$ cat config.mk
export PLATFORM = sky130hd
export DESIGN_NAME = apb4_master_arb_flat
export DESIGN_NICKNAME = d
export VERILOG_FILES = /design/src/rtl/apb4_master_arb_if.sv /design/src/rtl/apb4_master_arb.sv /design/src/flat_wrapper.sv
export SDC_FILE = /design/constraint.sdc
export NUM_CORES = 1
export LEC_CHECK = 0
export BUFFER_PORTS_ARGS = -buffer_cell sky130_fd_sc_hd__buf_2
export CAP_MARGIN = 20
export CORE_AREA = 5 5 121 123
export CTS_CLUSTER_SIZE = 24
export DETAILED_ROUTE_END_ITERATION = 10
export DIE_AREA = 0 0 126 128
export PLACE_DENSITY = 0.78
export SLEW_MARGIN = 25
export SYNTH_ARGS = -nofsm -noshare
export SYNTH_HDL_FRONTEND = slang
export SYNTH_SLANG_ARGS = --single-unit
export TNS_END_PERCENT = 5
$ cat constraint.sdc
create_clock -name PCLK -period 2.25 [get_ports PCLK]
set_input_delay 0.1125 -clock PCLK [delete_from_list [all_inputs] [get_ports PCLK]]
set_output_delay 0.1125 -clock PCLK [all_outputs]
set_load 0.02 [all_outputs]
$ cat src/rtl/apb4_master_arb_if.sv
// Requester-side and APB-side signal bundle for apb4_master_arb.
// The master modport is the arbiter's view; the slave modport is the environment's view.
interface apb4_master_arb_if #(
  parameter int DATA_WIDTH = 32,
  parameter int ADDR_WIDTH = 32
);
  localparam int STRB_WIDTH = DATA_WIDTH / 8;

  logic [1:0]              REQ_VALID;
  logic [1:0]              REQ_READY;
  logic [2*ADDR_WIDTH-1:0] REQ_ADDR;
  logic [1:0]              REQ_WRITE;
  logic [2*DATA_WIDTH-1:0] REQ_WDATA;
  logic [2*STRB_WIDTH-1:0] REQ_STRB;
  logic [1:0]              RSP_VALID;
  logic [DATA_WIDTH-1:0]   RSP_RDATA;
  logic                    RSP_ERR;

  logic [ADDR_WIDTH-1:0]   PADDR;
  logic                    PSEL1;
  logic                    PSEL2;
  logic                    PENABLE;
  logic                    PWRITE;
  logic [DATA_WIDTH-1:0]   PWDATA;
  logic [STRB_WIDTH-1:0]   PSTRB;
  logic                    PREADY1;
  logic                    PREADY2;
  logic [DATA_WIDTH-1:0]   PRDATA1;
  logic [DATA_WIDTH-1:0]   PRDATA2;
  logic                    PSLVERR1;
  logic                    PSLVERR2;

  modport master (
    input  REQ_VALID, REQ_ADDR, REQ_WRITE, REQ_WDATA, REQ_STRB,
    input  PREADY1, PREADY2, PRDATA1, PRDATA2, PSLVERR1, PSLVERR2,
    output REQ_READY, RSP_VALID, RSP_RDATA, RSP_ERR,
    output PADDR, PSEL1, PSEL2, PENABLE, PWRITE, PWDATA, PSTRB
  );

  modport slave (
    output REQ_VALID, REQ_ADDR, REQ_WRITE, REQ_WDATA, REQ_STRB,
    output PREADY1, PREADY2, PRDATA1, PRDATA2, PSLVERR1, PSLVERR2,
    input  REQ_READY, RSP_VALID, RSP_RDATA, RSP_ERR,
    input  PADDR, PSEL1, PSEL2, PENABLE, PWRITE, PWDATA, PSTRB
  );
endinterface

$ cat src/rtl/apb4_master_arb.sv
// Two-requester round-robin APB4 master driving two slaves selected by PADDR MSB.
// Optional ACCESS-phase timeout is compiled in with `define APB4_ARB_TIMEOUT_EN.
module apb4_master_arb #(
  parameter int DATA_WIDTH     = 32,
  parameter int ADDR_WIDTH     = 32
`ifdef APB4_ARB_TIMEOUT_EN
  ,
  parameter int TIMEOUT_CYCLES = 16
`endif
) (
  input logic               PCLK,
  input logic               PRESET,
  apb4_master_arb_if.master bus
);
  localparam int STRB_WIDTH = DATA_WIDTH / 8;

  typedef enum logic [1:0] {IDLE, SETUP, ACCESS} state_t;

  state_t                state;
  logic                  rr;     // requester favoured when both are valid
  logic                  gnt;    // owner of the in-flight transfer
  logic                  grant;
  logic                  accept;
  logic [ADDR_WIDTH-1:0] addr_g;
  logic                  write_g;
  logic [DATA_WIDTH-1:0] wdata_g;
  logic [STRB_WIDTH-1:0] strb_g;
  logic                  pready;
  logic [DATA_WIDTH-1:0] prdata;
  logic                  pslverr;
  logic                  timeout;

  // NOTE: every always_comb output gets a default first so no path infers a latch.
  always_comb begin
    grant = bus.REQ_VALID[1];
    if (&bus.REQ_VALID) grant = rr;
  end

  assign accept        = (state == IDLE) && (|bus.REQ_VALID);
  assign bus.REQ_READY = accept ? (grant ? 2'b10 : 2'b01) : 2'b00;

  assign addr_g  = grant ? bus.REQ_ADDR[2*ADDR_WIDTH-1:ADDR_WIDTH] : bus.REQ_ADDR[ADDR_WIDTH-1:0];
  assign write_g = grant ? bus.REQ_WRITE[1] : bus.REQ_WRITE[0];
  assign wdata_g = grant ? bus.REQ_WDATA[2*DATA_WIDTH-1:DATA_WIDTH] : bus.REQ_WDATA[DATA_WIDTH-1:0];
  assign strb_g  = grant ? bus.REQ_STRB[2*STRB_WIDTH-1:STRB_WIDTH] : bus.REQ_STRB[STRB_WIDTH-1:0];

  // Only the selected slave's response is observed.
  assign pready  = bus.PSEL2 ? bus.PREADY2  : bus.PREADY1;
  assign prdata  = bus.PSEL2 ? bus.PRDATA2  : bus.PRDATA1;
  assign pslverr = bus.PSEL2 ? bus.PSLVERR2 : bus.PSLVERR1;

`ifdef APB4_ARB_TIMEOUT_EN
  localparam int CNT_W = $clog2(TIMEOUT_CYCLES + 1);
  logic [CNT_W-1:0] wait_cnt;
  // Expiry is judged on the edge that would make the count reach the limit.
  assign timeout = (wait_cnt == CNT_W'(TIMEOUT_CYCLES - 1));
`else
  assign timeout = 1'b0;
`endif

  // NOTE: sequential state uses non-blocking assignments so all registers see pre-edge values.
  always_ff @(posedge PCLK) begin
    if (PRESET) begin
      state         <= IDLE;
      rr            <= 1'b0;
      gnt           <= 1'b0;
      bus.PADDR     <= '0;
      bus.PSEL1     <= 1'b0;
      bus.PSEL2     <= 1'b0;
      bus.PENABLE   <= 1'b0;
      bus.PWRITE    <= 1'b0;
      bus.PWDATA    <= '0;
      bus.PSTRB     <= '0;
      bus.RSP_VALID <= 2'b00;
      bus.RSP_RDATA <= '0;
      bus.RSP_ERR   <= 1'b0;
`ifdef APB4_ARB_TIMEOUT_EN
      wait_cnt      <= '0;
`endif
    end else begin
      bus.RSP_VALID <= 2'b00;
      bus.RSP_RDATA <= '0;
      bus.RSP_ERR   <= 1'b0;
      case (state)
        IDLE: begin
          if (accept) begin
            gnt        <= grant;
            rr         <= ~grant;
            bus.PADDR  <= addr_g;
            bus.PWRITE <= write_g;
            bus.PWDATA <= write_g ? wdata_g : '0;
            bus.PSTRB  <= write_g ? strb_g : '0;
            bus.PSEL1  <= ~addr_g[ADDR_WIDTH-1];
            bus.PSEL2  <= addr_g[ADDR_WIDTH-1];
            state      <= SETUP;
          end
        end
        SETUP: begin
          bus.PENABLE <= 1'b1;
          state       <= ACCESS;
`ifdef APB4_ARB_TIMEOUT_EN
          wait_cnt    <= '0;
`endif
        end
        ACCESS: begin
          if (pready || timeout) begin
            bus.PSEL1     <= 1'b0;
            bus.PSEL2     <= 1'b0;
            bus.PENABLE   <= 1'b0;
            bus.RSP_VALID <= gnt ? 2'b10 : 2'b01;
            bus.RSP_ERR   <= pready ? pslverr : 1'b1;
            bus.RSP_RDATA <= (pready && !bus.PWRITE && !pslverr) ? prdata : '0;
            state         <= IDLE;
          end
`ifdef APB4_ARB_TIMEOUT_EN
          else begin
            wait_cnt <= wait_cnt + 1'b1;
          end
`endif
        end
        default: state <= IDLE;
      endcase
    end
  end
endmodule

$ cat src/flat_wrapper.sv
// flat-port wrapper written by rule: the top's interface ports become plain ports
module apb4_master_arb_flat 
#(
  parameter int DATA_WIDTH     = 32,
  parameter int ADDR_WIDTH     = 32

)
  (PCLK, PRESET, bus_REQ_VALID, bus_REQ_ADDR, bus_REQ_WRITE, bus_REQ_WDATA, bus_REQ_STRB, bus_PREADY1, bus_PREADY2, bus_PRDATA1, bus_PRDATA2, bus_PSLVERR1, bus_PSLVERR2, bus_REQ_READY, bus_RSP_VALID, bus_RSP_RDATA, bus_RSP_ERR, bus_PADDR, bus_PSEL1, bus_PSEL2, bus_PENABLE, bus_PWRITE, bus_PWDATA, bus_PSTRB);
  apb4_master_arb_if #(.DATA_WIDTH(DATA_WIDTH), .ADDR_WIDTH(ADDR_WIDTH)) bus_i ();
  input logic PCLK;
  input logic PRESET;
  input wire logic [$bits(bus_i.REQ_VALID)-1:0] bus_REQ_VALID;
  input wire logic [$bits(bus_i.REQ_ADDR)-1:0] bus_REQ_ADDR;
  input wire logic [$bits(bus_i.REQ_WRITE)-1:0] bus_REQ_WRITE;
  input wire logic [$bits(bus_i.REQ_WDATA)-1:0] bus_REQ_WDATA;
  input wire logic [$bits(bus_i.REQ_STRB)-1:0] bus_REQ_STRB;
  input wire logic [$bits(bus_i.PREADY1)-1:0] bus_PREADY1;
  input wire logic [$bits(bus_i.PREADY2)-1:0] bus_PREADY2;
  input wire logic [$bits(bus_i.PRDATA1)-1:0] bus_PRDATA1;
  input wire logic [$bits(bus_i.PRDATA2)-1:0] bus_PRDATA2;
  input wire logic [$bits(bus_i.PSLVERR1)-1:0] bus_PSLVERR1;
  input wire logic [$bits(bus_i.PSLVERR2)-1:0] bus_PSLVERR2;
  output wire logic [$bits(bus_i.REQ_READY)-1:0] bus_REQ_READY;
  output wire logic [$bits(bus_i.RSP_VALID)-1:0] bus_RSP_VALID;
  output wire logic [$bits(bus_i.RSP_RDATA)-1:0] bus_RSP_RDATA;
  output wire logic [$bits(bus_i.RSP_ERR)-1:0] bus_RSP_ERR;
  output wire logic [$bits(bus_i.PADDR)-1:0] bus_PADDR;
  output wire logic [$bits(bus_i.PSEL1)-1:0] bus_PSEL1;
  output wire logic [$bits(bus_i.PSEL2)-1:0] bus_PSEL2;
  output wire logic [$bits(bus_i.PENABLE)-1:0] bus_PENABLE;
  output wire logic [$bits(bus_i.PWRITE)-1:0] bus_PWRITE;
  output wire logic [$bits(bus_i.PWDATA)-1:0] bus_PWDATA;
  output wire logic [$bits(bus_i.PSTRB)-1:0] bus_PSTRB;
  assign bus_i.REQ_VALID = bus_REQ_VALID;
  assign bus_i.REQ_ADDR = bus_REQ_ADDR;
  assign bus_i.REQ_WRITE = bus_REQ_WRITE;
  assign bus_i.REQ_WDATA = bus_REQ_WDATA;
  assign bus_i.REQ_STRB = bus_REQ_STRB;
  assign bus_i.PREADY1 = bus_PREADY1;
  assign bus_i.PREADY2 = bus_PREADY2;
  assign bus_i.PRDATA1 = bus_PRDATA1;
  assign bus_i.PRDATA2 = bus_PRDATA2;
  assign bus_i.PSLVERR1 = bus_PSLVERR1;
  assign bus_i.PSLVERR2 = bus_PSLVERR2;
  assign bus_REQ_READY = bus_i.REQ_READY;
  assign bus_RSP_VALID = bus_i.RSP_VALID;
  assign bus_RSP_RDATA = bus_i.RSP_RDATA;
  assign bus_RSP_ERR = bus_i.RSP_ERR;
  assign bus_PADDR = bus_i.PADDR;
  assign bus_PSEL1 = bus_i.PSEL1;
  assign bus_PSEL2 = bus_i.PSEL2;
  assign bus_PENABLE = bus_i.PENABLE;
  assign bus_PWRITE = bus_i.PWRITE;
  assign bus_PWDATA = bus_i.PWDATA;
  assign bus_PSTRB = bus_i.PSTRB;
  apb4_master_arb #(.DATA_WIDTH(DATA_WIDTH), .ADDR_WIDTH(ADDR_WIDTH)) u_core (.PCLK(PCLK), .PRESET(PRESET), .bus(bus_i));
endmodule
== Word-level counts from Yosys, hierarchy flattened ==
Index checks and enable logic that the tools add are counted.

* Input port bits: 210
* Output and inout bits: 109
* Bits in registers: 111
* Logic and storage cells: 60

* Bitwise gates (word level): 5
* Equality and inequality tests: 4
* Reduce and logical (&&, ||, !) cells: 16
* Muxes and demuxes: 22

{| class="wikitable"
|+ Operators with widths
! operator !! count
|-
| 2-to-1 mux 32 bit || 4
|-
| 2-to-1 mux 2 bit || 5
|-
| 2-to-1 mux 4 bit || 2
|-
| AND reduction 2 bit || 4
|-
| 2-to-1 mux 1 bit || 7
|-
| one-hot mux 1 bit (2 select lines) || 3
|-
| one-hot mux 2 bit (3 select lines) || 1
|-
| inverter 1 bit || 5
|-
| != test 2 x 1 -> 1 bit, second input constant || 2
|-
| nonzero test 2 bit || 2
|-
| OR reduction 4 bit || 1
|-
| logical AND 1 bit || 3
|-
| AND reduction 3 bit || 1
|-
| OR reduction 3 bit || 1
|-
| equality test 2 x 1 -> 1 bit, second input constant || 1
|-
| equality test 2 bit, second input constant || 1
|-
| logical NOT 1 bit || 2
|-
| logical NOT 2 bit || 1
|-
| OR reduction 2 bit || 1
|}

== Logic depth before layout (Yosys ltp) ==
Gate-level depths: netlist of run 1.

* Word-level depth: 6
* Gate-level depth with buffers: 7
* Mapped depth without buffers: 4

== Worst setup path after synthesis of run 1 ==
Ideal clock, no wire load.

* Kind: reg2reg
* Start point: reg u_core.bus.PSEL2
* End point: reg u_core.bus.RSP_RDATA[0]
* Cell stages (with the launch flop): 8
* Library setup time: 0.064 ns
* Arrival time: 1.718 ns
* Slack: 0.468 ns
* Path buffers: 3
* Required time: 2.186 ns
* Clock period less this slack: 1.782 ns
* Path through: dfxtp_1 > buf_6 > mux2i_1 > nand2b_4 > or4b_1 > buf_6 > buf_12 > nor2_4

* Cells in the longest elaborated chain, start to end: 5
* Elaborated cells between the ends (all ways): 9
* Classes of those cells: mux: 3; bitwise: 2; reduce/logical: 4

{| class="wikitable"
|+ Ends and longest elaborated chain
! what !! line !! RTL
|-
| start: declaration || apb4_master_arb_if.sv:37 || <nowiki>output PADDR, PSEL1, PSEL2, PENABLE, PWRITE, PWDATA, PSTRB</nowiki>
|-
| start signal: assignment || apb4_master_arb.sv:94 || <nowiki>bus.PSEL2 <= addr_g[ADDR_WIDTH-1];</nowiki>
|-
| 2-to-1 mux 1 bit, on equally long branches || apb4_master_arb.sv:48, apb4_master_arb.sv:50 ||
|-
| logical AND 1 bit / logical NOT 1 bit (equally long branches) || apb4_master_arb.sv:112 || <nowiki>bus.RSP_RDATA <= (pready && !bus.PWRITE && !pslverr) ? prdata : '0;</nowiki>
|-
| logical AND 1 bit || apb4_master_arb.sv:112 ||
|-
| inverter 1 bit (no line) || - ||
|-
| OR reduction 4 bit (no line) || - ||
|-
| end signal: assignment || apb4_master_arb.sv:112 ||
|-
| end: declaration || apb4_master_arb_if.sv:36 || <nowiki>output REQ_READY, RSP_VALID, RSP_RDATA, RSP_ERR,</nowiki>
|}

Several ways; a longest one is shown, not always the timed one.
A chain may end at the register's enable or synchronous reset.

== Worst setup path in the final report of run 1 ==
* Start point: reg u_core.state[1]
* End point: out bus_REQ_READY[1]

* Cells in the longest elaborated chain, start to end: 3

{| class="wikitable"
|+ Ends and longest elaborated chain
! what !! line !! RTL
|-
| start: declaration || apb4_master_arb.sv:19 || <nowiki>state_t state;</nowiki>
|-
| start signal: assignment || apb4_master_arb.sv:64 || <nowiki>state <= IDLE;</nowiki>
|-
| start signal: assignment || apb4_master_arb.sv:95 || <nowiki>state <= SETUP;</nowiki>
|-
| start signal: assignment || apb4_master_arb.sv:100 || <nowiki>state <= ACCESS;</nowiki>
|-
| logical NOT 2 bit || apb4_master_arb.sv:39 || <nowiki>assign accept = (state == IDLE) && (|bus.REQ_VALID);</nowiki>
|-
| logical AND 1 bit || apb4_master_arb.sv:39 ||
|-
| 2-to-1 mux 2 bit || apb4_master_arb.sv:40 || <nowiki>assign bus.REQ_READY = accept ? (grant ? 2'b10 : 2'b01) : 2'b00;</nowiki>
|-
| end: declaration || flat_wrapper.sv:23 || <nowiki>output wire logic [$bits(bus_i.REQ_READY)-1:0] bus_REQ_READY;</nowiki>
|}

Every way passes these cells.

==> results of run 1 <==
==> cells in the final DEF, fill, tap and decap left out <==
cell / synthesis / final
nor2b_1: 1 / 1
nor2_1: 39 / 39
a21boi_1: 18 / 18
a211oi_1: 1 / 1
o21ai_1: 2 / 1
clkinv_4: 0 / 1
dfxtp_1: 111 / 110
o21ai_4: 0 / 1
and3_1: 40 / 40
or4b_4: 0 / 1
a311oi_1: 1 / 1
buf_2: 8 / 318
and4_1: 2 / 2
buf_12: 3 / 2
nand3_1: 1 / 1
nor3b_1: 2 / 2
nand2_1: 38 / 38
inv_8: 0 / 1
o22ai_1: 36 / 36
nor2_4: 30 / 30
mux2i_1: 34 / 34
nor3_1: 2 / 2
a21oi_1: 42 / 42
nand2b_4: 1 / 1
clkinvlp_4: 0 / 1
a21boi_0: 19 / 19
bufinv_16: 0 / 2
a222oi_1: 31 / 31
and2b_1: 1 / 1
dfxtp_2: 0 / 1
nand2b_2: 0 / 1
diode_2: 0 / 1
clkbuf_16: 0 / 9
clkinv_2: 0 / 1
clkbuf_8: 0 / 1
buf_4: 0 / 9
==> worst paths after layout <==
path | cells past startpoint | start | slack, ns | to
worst max-delay path | 4 | u_core.state[1] | 0.20 | bus_REQ_READY[1]
worst min-delay path | 3 | bus_PRDATA1[20] | 0.02 | u_core.bus.RSP_RDATA[20]
worst max register to register | 4 | u_core.bus.PSEL2 | 0.29 | u_core.bus.RSP_RDATA[2]
worst min register to register | 1 | u_core.gnt | 0.45 | u_core.bus.RSP_VALID[0]
==> state kept, by name, summed over array words and instances, names as in the netlist, 2 cells and up <==
signal                cells
u_core.bus.PADDR         32
u_core.bus.PWDATA        32
u_core.bus.RSP_RDATA     32
u_core.bus.PSTRB          4
u_core.bus.RSP_VALID      2
u_core.state              2
==> power by group through the flow <==
stage | logic (mW) | registers [mW] | clock network (mW)
after global placement | 1.05 | 2.19 | 0
after CTS | 1.07 | 2.15 | 1.79
after floorplan | 0.523 | 2.31 | 0
final | 1.06 | 2.15 | 1.75
after detailed placement | 1.06 | 2.19 | 0
after global routing | 1.15 | 2.16 | 1.88
==> Yosys cell counts, types with 8 or more instances <==
cell type / n
nand2_1: 38
nor2_4: 30
mux2i_1: 34
buf_2: 8
a21boi_0: 19
nor2_1: 39
clkbuf_1: 43
a21boi_1: 18
a222oi_1: 31
dfxtp_1: 111
a21oi_1: 42
and3_1: 40
o22ai_1: 36
==> routing by layer <==
layer	share of wire, %	vias up
met5	0	-
met3	8.3	20
li1	-	2429
met4	2.3	0
met1	39	2277
met2	50	232
==> worst reg2reg max path: stages, from the launching register on <==
cell and delay, ns:
dfxtp_2 0.48, mux2i_1 0.14, nand2b_4 0.18, or4b_4 0.86
nor2_4 0.22
==> kinds of logic after synthesis <==
kind of cell    synth area share [%]
simple gates                   19.91
compound gates                 21.58
flops                          45.68
buf+inv                        5.838
mux                            6.996
==> cell type report <==
cell class | count | area, um2
Clock inverter | 6 | 92.59
Antenna cell | 1 | 2.502
Clock buffer | 10 | 239.0
Timing Repair Buffer | 329 | 1699
Sequential cell | 111 | 2223
Fill cell | 1323 | 6700
Multi-Input combinational cell | 343 | 2376
Tap cell | 180 | 225.2
==> stage by stage <==
step,area [um2],hold WS [ns],util (%),worst slack [ns],std cells
floorplan,4865,0.2564,-,0.4682,510
global placement,6524,0.3620,48.12,0.3358,963
detailed placement,6524,0.3663,48.12,0.2944,963
CTS,6855,0.0008288,50.56,0.1966,979
global route,6858,0.01987,50.58,0.03133,980
finish,6858,0.01785,50.58,0.1963,980
==> impl_metrics.yaml, run 1 <==
worst_hold_path:
  hold_class: "in -> reg"
clock_tree:
  cts_tree: "done"
  ctsHoldBuffers: 0
  cts-buffers-inserted: 9
  cts.sinks: 111
  clk_pin_slew_ns: 0.07
  insertion_delay_ns: 0.34
  cts_buffer_depth: 2
  cts_resized: 0
  cts.htree.levels: 3
  root_buffer: "clkbuf_16"
  post_cts_buffers: 0
critical_path:
  cp-start-kind: "flop"
  cp_num_buf_inv: 2
  cp_cell_sequence: "nor2_1, and3_1, buf_4, buf_2"
  slowest_stage: "nor2_1"
  arrival_ns: 1.94
  worstPathMaxFanout: 33
  critical_path_required_ns: 2.14
  path_delay_family: "simple AND/OR/NAND/NOR gates"
  critPathKind: "reg -> out"
  end_kind: "output port"
  slowest_delay_ns: 0.44
placed_design:
  place.gp.congestion: 0.7993
  io_buffers: 318
  hpwlAfterDp_mm: 11.98
timing:
  hold_violations: 0
  rsz0062_at_grt: "no"
  fmaxAchievable_mhz: 486.9
  setup_viol: 0
  period_needed_ns: 2.054
  worst_slew_pin_slew_ns: 0.8695
  max_slew_margin_pct: 42.03
  tns_ns: 0
  clock-skew-final_ns: 0.006263
  slew_violations: 0
  fin_crit_sh_pct: 91.28
detailed_routing:
  ant_nets: 0
  drt_iter0_markers: 355
  viasPerCell: 5.059
  wl_per_cell_um: 16.47
  wl_mm: 16.15
  vias: 4958
  drtPass1Iterations: 6
  drc_errors: 0
global_route:
  use_met3_pct: 4.625
  antenna_found_initial: 1
  use_met1_pct: 22.94
  grt.busiest_layer: "met2"
  grt_max_degree: 80
  grt_overflow_total: 0
  grt_pass1_vias: 4814
  use_met2_pct: 32.05
  grt_usage_pct: 18.86
  grt_pass1_wl_mm: 24.59
synth:
  yosys_warnings: 0
  syn_area_per_cell_um2: 9.539
  ys_seq_area_share_pct: 45.68
  ys_ff_latch: 111
  synthesis.area_mm2: 0.004865
  syn-num-nets: 720
  yosys.area.top_type: "dfxtp_1"
  synth-main-ff-cell: "dfxtp_1"
  ys_types: 27
  async_flop_share_pct: 0
  synth-edff-count: 0
  synthCells: 510
  synth_area_leaders: "dfxtp_1 (46%), mux2i_1 (7.0%), nor2_4 (6.9%)"
  netlist.area_leader.share_pct: 45.68
power_and_ir_drop:
  p_int_mw: 3.539
  p_clk_share_pct: 35.3
  cellLeakagePower_nw: 3.269
  sequentialPowerShare_pct: 43.3
  p_total_mw: 4.956
  swShare_pct: 28.60
  ir_drop_mv: 0.4802
  power_frac_comb_pct: 21.4
  power.switching_mw: 1.418
  power_density_mw_per_mm2: 722.7
floorplan:
  start_util_pct: 35.88
  die_width_um: 126
  row_count: 43
  top_level_ports: 319
  dieArea_mm2: 0.01613
  chipHeight_um: 128
  core_region_area_mm2: 0.01356
flow_run:
  max-cap-violations: 0
cells_and_area:
  area_growth_pct: 40.97
  fin_nets: 1004
  drive_above_1_share_pct: 47.56
run_status:
  status: "completed"
Power figures use the tool's default switching activity.
==> inputs of run 2 (changes only) <==
==> constraint.sdc (replaced) <==
create_clock -name PCLK -period 2.25 [get_ports PCLK]
set_input_delay 0.225 -clock PCLK [delete_from_list [all_inputs] [get_ports PCLK]]
set_output_delay 0.225 -clock PCLK [all_outputs]
set_load 0.02 [all_outputs]
==> run 2 against run 1 <==
Compared with the run above: power fell by 4.5%; first-iteration DRC count fell by 3.9%; clock-buffer cell count rose by 1; critical path type unchanged; non-clock buffer count did not move; final area fell by 0.68%; clock skew barely moved; final cell count fell by 0.10%; critical path depth did not move; routed wire length fell by 1.0%; die area did not move; largest cell class unchanged; maximum frequency rose by 0.13%; flip-flop and latch count did not move.
==> impl_metrics.yaml, run 2 (synthesized netlist as in run 1, its figures left out) <==
run_status:
  status: "completed"
detailed_routing:
  wl_per_cell_um: 16.32
  ant_nets: 0
  vias: 4917
  viasPerCell: 5.022
  wl_mm: 15.98
  drt_iter0_markers: 341
  drtPass1Iterations: 6
  drc_errors: 0
global_route:
  grt_usage_pct: 18.39
  grt_pass1_wl_mm: 24.05
  grt_overflow_total: 0
  grt_max_degree: 80
  grt_pass1_vias: 4664
  antenna_found_initial: 1
clock_tree:
  root_buffer: "clkbuf_16"
  cts_tree: "done"
  ctsHoldBuffers: 0
  cts_buffer_depth: 2
  insertion_delay_ns: 0.34
  cts_resized: 1
  post_cts_buffers: 0
  cts.sinks: 111
  cts-buffers-inserted: 9
  cts.htree.levels: 3
  clk_pin_slew_ns: 0.07
power_and_ir_drop:
  power_frac_comb_pct: 22.5
  cellLeakagePower_nw: 3.249
  p_total_mw: 4.735
  p_int_mw: 3.335
  swShare_pct: 29.55
  power.switching_mw: 1.399
  p_clk_share_pct: 32.3
  power_density_mw_per_mm2: 695.1
  sequentialPowerShare_pct: 45.2
  ir_drop_mv: 0.4654
cells_and_area:
  area_growth_pct: 40.02
  final_common_cell: "buf_2"
  stdcell_count: 979
  drive_above_1_share_pct: 47.62
  postLayoutCellArea_mm2: 0.006812
  reg_top3: "u_core.bus.PADDR (32), u_core.bus.PWDATA (32), u_core.bus.RSP_RDATA (32)"
  utilization_pct: 50.24
  fin_nets: 1004
  layout_common_cells: "buf_2 (318), dfxtp_1 (110), a21oi_1 (42), and3_1 (40)"
placed_design:
  dpl_worst_slack_ns: 0.2174
  place.gp.congestion: 0.8144
  io_buffers: 318
  placed_area_mm2: 0.006524
  placed_cells: 963
  hpwlAfterDp_mm: 11.72
critical_path:
  cp-start-kind: "flop"
  critical_path_required_ns: 2.03
  slowest_delay_ns: 0.35
  cp_cell_sequence: "nor2_2, and3_1, buf_4, buf_2"
  critPathKind: "reg -> out"
  arrival_ns: 1.83
  slowest_stage: "nor2_2"
  worstPathMaxFanout: 32
  end_kind: "output port"
timing:
  rsz0062_at_grt: "no"
  worst_slew_pin_slew_ns: 0.8836
  setup_viol: 0
  tns_ns: 0
  clock-skew-final_ns: 0.006224
  whs_ns: 0.1239
  max_slew_margin_pct: 41.09
  slew_violations: 0
  hold_violations: 0
  fin_crit_sh_pct: 91.16
  period_needed_ns: 2.051
  fmaxAchievable_mhz: 487.6
  setup_ws_ns: 0.1990
floorplan:
  chipHeight_um: 128
  row_count: 43
  start_util_pct: 35.88
  die_width_um: 126
  dieArea_mm2: 0.01613
  core_region_area_mm2: 0.01356
  top_level_ports: 319
flow_run:
  max-cap-violations: 0
worst_hold_path:
  hold_class: "in -> reg"
run 2: changes by cell type in the layout (fill, tap and decap cells not counted), sizes merged:
cell | previous run | this run
bufinv | 2 | 0
clkbuf | 10 | 11
run 2: power groups by stage:
stage	clock network, mW	registers [mW]	logic [mW]
after floorplan	0	2.31	0.523
after global placement	0	2.18	1.06
after detailed placement	0	2.18	1.07
after CTS	1.57	2.14	1.07
after global routing	1.65	2.16	1.16
final	1.53	2.14	1.06
run 2: path summary, 6_finish.rpt:
| path | start | to | slack (ns) | depth (start not counted) |
|---|---|---|---|---|
| setup / recovery | u_core.state[1] | bus_REQ_READY[0] | 0.20 | 4 |
| hold / removal | bus_PRDATA1[20] | u_core.bus.RSP_RDATA[20] | 0.12 | 3 |
| setup reg to reg | u_core.bus.PSEL2 | u_core.bus.RSP_RDATA[14] | 0.42 | 4 |
| hold reg to reg | u_core.bus.PWDATA[10] | u_core.bus.PWDATA[10] | 0.45 | 2 |
run 2: layout make-up:
cell class	count	area (um2)
diodes	1	2.502
clock buffers	11	252.7
clock inverters	4	30.03
fillers	1306	6746
multi-input cells	343	2379
flip-flops and latches	111	2223
well taps	180	225.2
repair buffers	329	1699
run 2: routing by layer:
| metal | vias up | track usage, % | wire length [um] |
|---|---|---|---|
| met5 | - | 0 | 0 |
| met4 | 0 | 5.678 | 204 |
| met3 | 12 | 5.542 | 1373 |
| met2 | 239 | 31.39 | 7947 |
| met1 | 2239 | 22.36 | 6454 |
| li1 | 2427 | - | - |
run 2: critical path, delay by kind of cell, from the launching register on:
family                 cells  cell delay, ns
AND/OR/NAND/NOR            2            0.58
buffers and inverters      2            0.55
flip-flops                 1            0.33
==> inputs of run 3 (changes only) <==
--- a/config.mk
+++ b/config.mk
@@ -5,13 +5,13 @@
 export SDC_FILE = /design/constraint.sdc
 export NUM_CORES = 1
 export LEC_CHECK = 0
-export BUFFER_PORTS_ARGS = -buffer_cell sky130_fd_sc_hd__buf_2
 export CAP_MARGIN = 20
-export CORE_AREA = 5 5 121 123
+export CORE_AREA = 5 5 120 122
 export CTS_CLUSTER_SIZE = 24
 export DETAILED_ROUTE_END_ITERATION = 10
-export DIE_AREA = 0 0 126 128
-export PLACE_DENSITY = 0.78
+export DIE_AREA = 0 0 125 127
+export DONT_BUFFER_PORTS = 1
+export PLACE_DENSITY = 0.58
 export SLEW_MARGIN = 25
 export SYNTH_ARGS = -nofsm -noshare
 export SYNTH_HDL_FRONTEND = slang
==> run 3 against run 2 <==
Compared with the run above: core utilization fell by 10 points; worst hold slack got worse by 0.083 ns; clock-buffer cell count fell by 1; combinational power fell by 41%; largest cell class unchanged; maximum frequency rose by 11%; non-clock buffer count fell by 315; register-to-register slack barely moved; sequential power rose by 7%; first-iteration DRC count rose by 15%; clock skew rose by 0.0041 ns.
==> impl_metrics.yaml, run 3 (synthesized netlist as in run 1, its figures left out) <==
power_and_ir_drop:
  sequentialPowerShare_pct: 51.7
  swShare_pct: 29.57
  power_frac_comb_pct: 14.1
  power_density_mw_per_mm2: 847.7
  cellLeakagePower_nw: 1.863
  p_total_mw: 4.458
  p_int_mw: 3.140
  p_clk_share_pct: 34.3
  power.switching_mw: 1.318
  ir_drop_mv: 0.3637
cells_and_area:
  drive_above_1_share_pct: 13.22
  reg_top3: "u_core.bus.PADDR (32), u_core.bus.PWDATA (32), u_core.bus.RSP_RDATA (32)"
  final_common_cell: "dfxtp_1"
  utilization_pct: 40.19
  antenna_cells: 0
  stdcell_count: 660
  area_growth_pct: 8.102
  postLayoutCellArea_mm2: 0.005259
  fin_nets: 689
  fillers: 1270
  layout_common_cells: "dfxtp_1 (110), a21oi_1 (42), and3_1 (40), nor2_1 (39), nand2_1 (38)"
detailed_routing:
  drc_errors: 0
  viasPerCell: 5.758
  drtPass1Iterations: 8
  vias: 3800
  wl_per_cell_um: 20.99
  drt_iter0_markers: 391
  ant_nets: 0
  wl_mm: 13.86
floorplan:
  row_count: 42
  top_level_ports: 319
  dieArea_mm2: 0.01588
  core_region_area_mm2: 0.01309
  chipHeight_um: 127
  start_util_pct: 37.18
  die_width_um: 125
timing:
  setup_viol: 0
  fin_crit_sh_pct: 81.92
  tns_ns: 0
  setup_ws_ns: 0.4068
  clock-skew-final_ns: 0.01030
  period_needed_ns: 1.843
  hold_violations: 0
  rsz0062_at_grt: "no"
  worst_slew_pin_slew_ns: 0.8658
  whs_ns: 0.04050
  max_slew_margin_pct: 42.28
  slew_violations: 0
  fmaxAchievable_mhz: 542.5
flow_run:
  max-cap-violations: 0
clock_tree:
  cts_buffer_depth: 2
  ctsHoldBuffers: 2
  clk_pin_slew_ns: 0.07
  cts.sinks: 111
  post_cts_buffers: 0
  cts.htree.levels: 3
  insertion_delay_ns: 0.35
  root_buffer: "clkbuf_16"
  cts_resized: 0
  cts-buffers-inserted: 9
  cts_tree: "done"
placed_design:
  dpl_worst_slack_ns: 0.3877
  placed_area_mm2: 0.004902
  placed_cells: 641
  io_buffers: 0
  hpwlAfterDp_mm: 10.32
  place.gp.congestion: 0.7961
critical_path:
  cp-start-kind: "flop"
  ff2ff_path_depth: 4
  critPathKind: "reg -> reg"
  end_kind: "flop"
  arrival_ns: 2.04
  worstPathMaxFanout: 32
  critical_path_required_ns: 2.44
global_route:
  grt_pass1_vias: 3813
  grt.busiest_layer: "met2"
  use_met2_pct: 28.57
  grt_pass1_wl_mm: 21.24
  use_met3_pct: 7.095
  use_met1_pct: 18.36
  grt_max_degree: 80
  antenna_found_initial: 0
  grt_usage_pct: 16.56
  grt_overflow_total: 0
worst_hold_path:
  hold_class: "in -> reg"
  worstHoldPathCells: 2
run_status:
  status: "completed"
-- run 3: cell types whose count changed in the layout (fill, tap and decap cells not counted), sizes merged --
| cell | change |
|---|---|
| buf | -316 |
| clkbuf | -1 |
| clkinvlp | +1 |
| diode | -1 |
| dlygate4sd3 | +1 |
| inv | +1 |
-- run 3: power by group through the flow --
stage | Combinational (mW) | Clock [mW] | Sequential [mW]
2_1_floorplan | 0.523 | 0 | 2.31
3_3_place_gp | 0.570 | 0 | 2.35
3_5_place_dp | 0.591 | 0 | 2.35
4_1_cts | 0.617 | 1.60 | 2.31
5_1_grt | 0.704 | 1.67 | 2.32
6_report | 0.627 | 1.53 | 2.30
-- run 3: critical path, stage by stage, from the launching register on --
cell and delay, ns:
dfxtp_2 0.37, mux2i_1 0.28, nand2b_4 0.21, or4b_4 0.71, nor2_1 0.12
-- run 3: cell type report --
cell class / count / area [um2] / area share [%]
clock buffer: 10 / 239.0 / 4.544
multi-input combinational: 343 / 2376 / 45.18
sequential: 111 / 2223 / 42.28
clock inverter: 6 / 52.55 / 0.9993
timing repair buffer: 14 / 147.6 / 2.808
tap: 176 / 220.2 / 4.187
-- run 3: layer usage --
metal	vias up	wire (um)	part of all wire (%)
met5	-	0	0
met2	221	7146	52
li1	1800	-	-
met4	0	220	1.6
met1	1763	5002	36
met3	16	1487	11
-- run 3: path summary, 6_finish.rpt --
check	startpoint	to	slack [ns]
hold reg to reg	u_core.gnt	u_core.bus.RSP_VALID[0]	0.50
setup / recovery	u_core.bus.PSEL2	u_core.bus.RSP_RDATA[19]	0.41
setup reg to reg	u_core.bus.PSEL2	u_core.bus.RSP_RDATA[19]	0.41
hold / removal	bus_PRDATA1[20]	u_core.bus.RSP_RDATA[20]	0.04
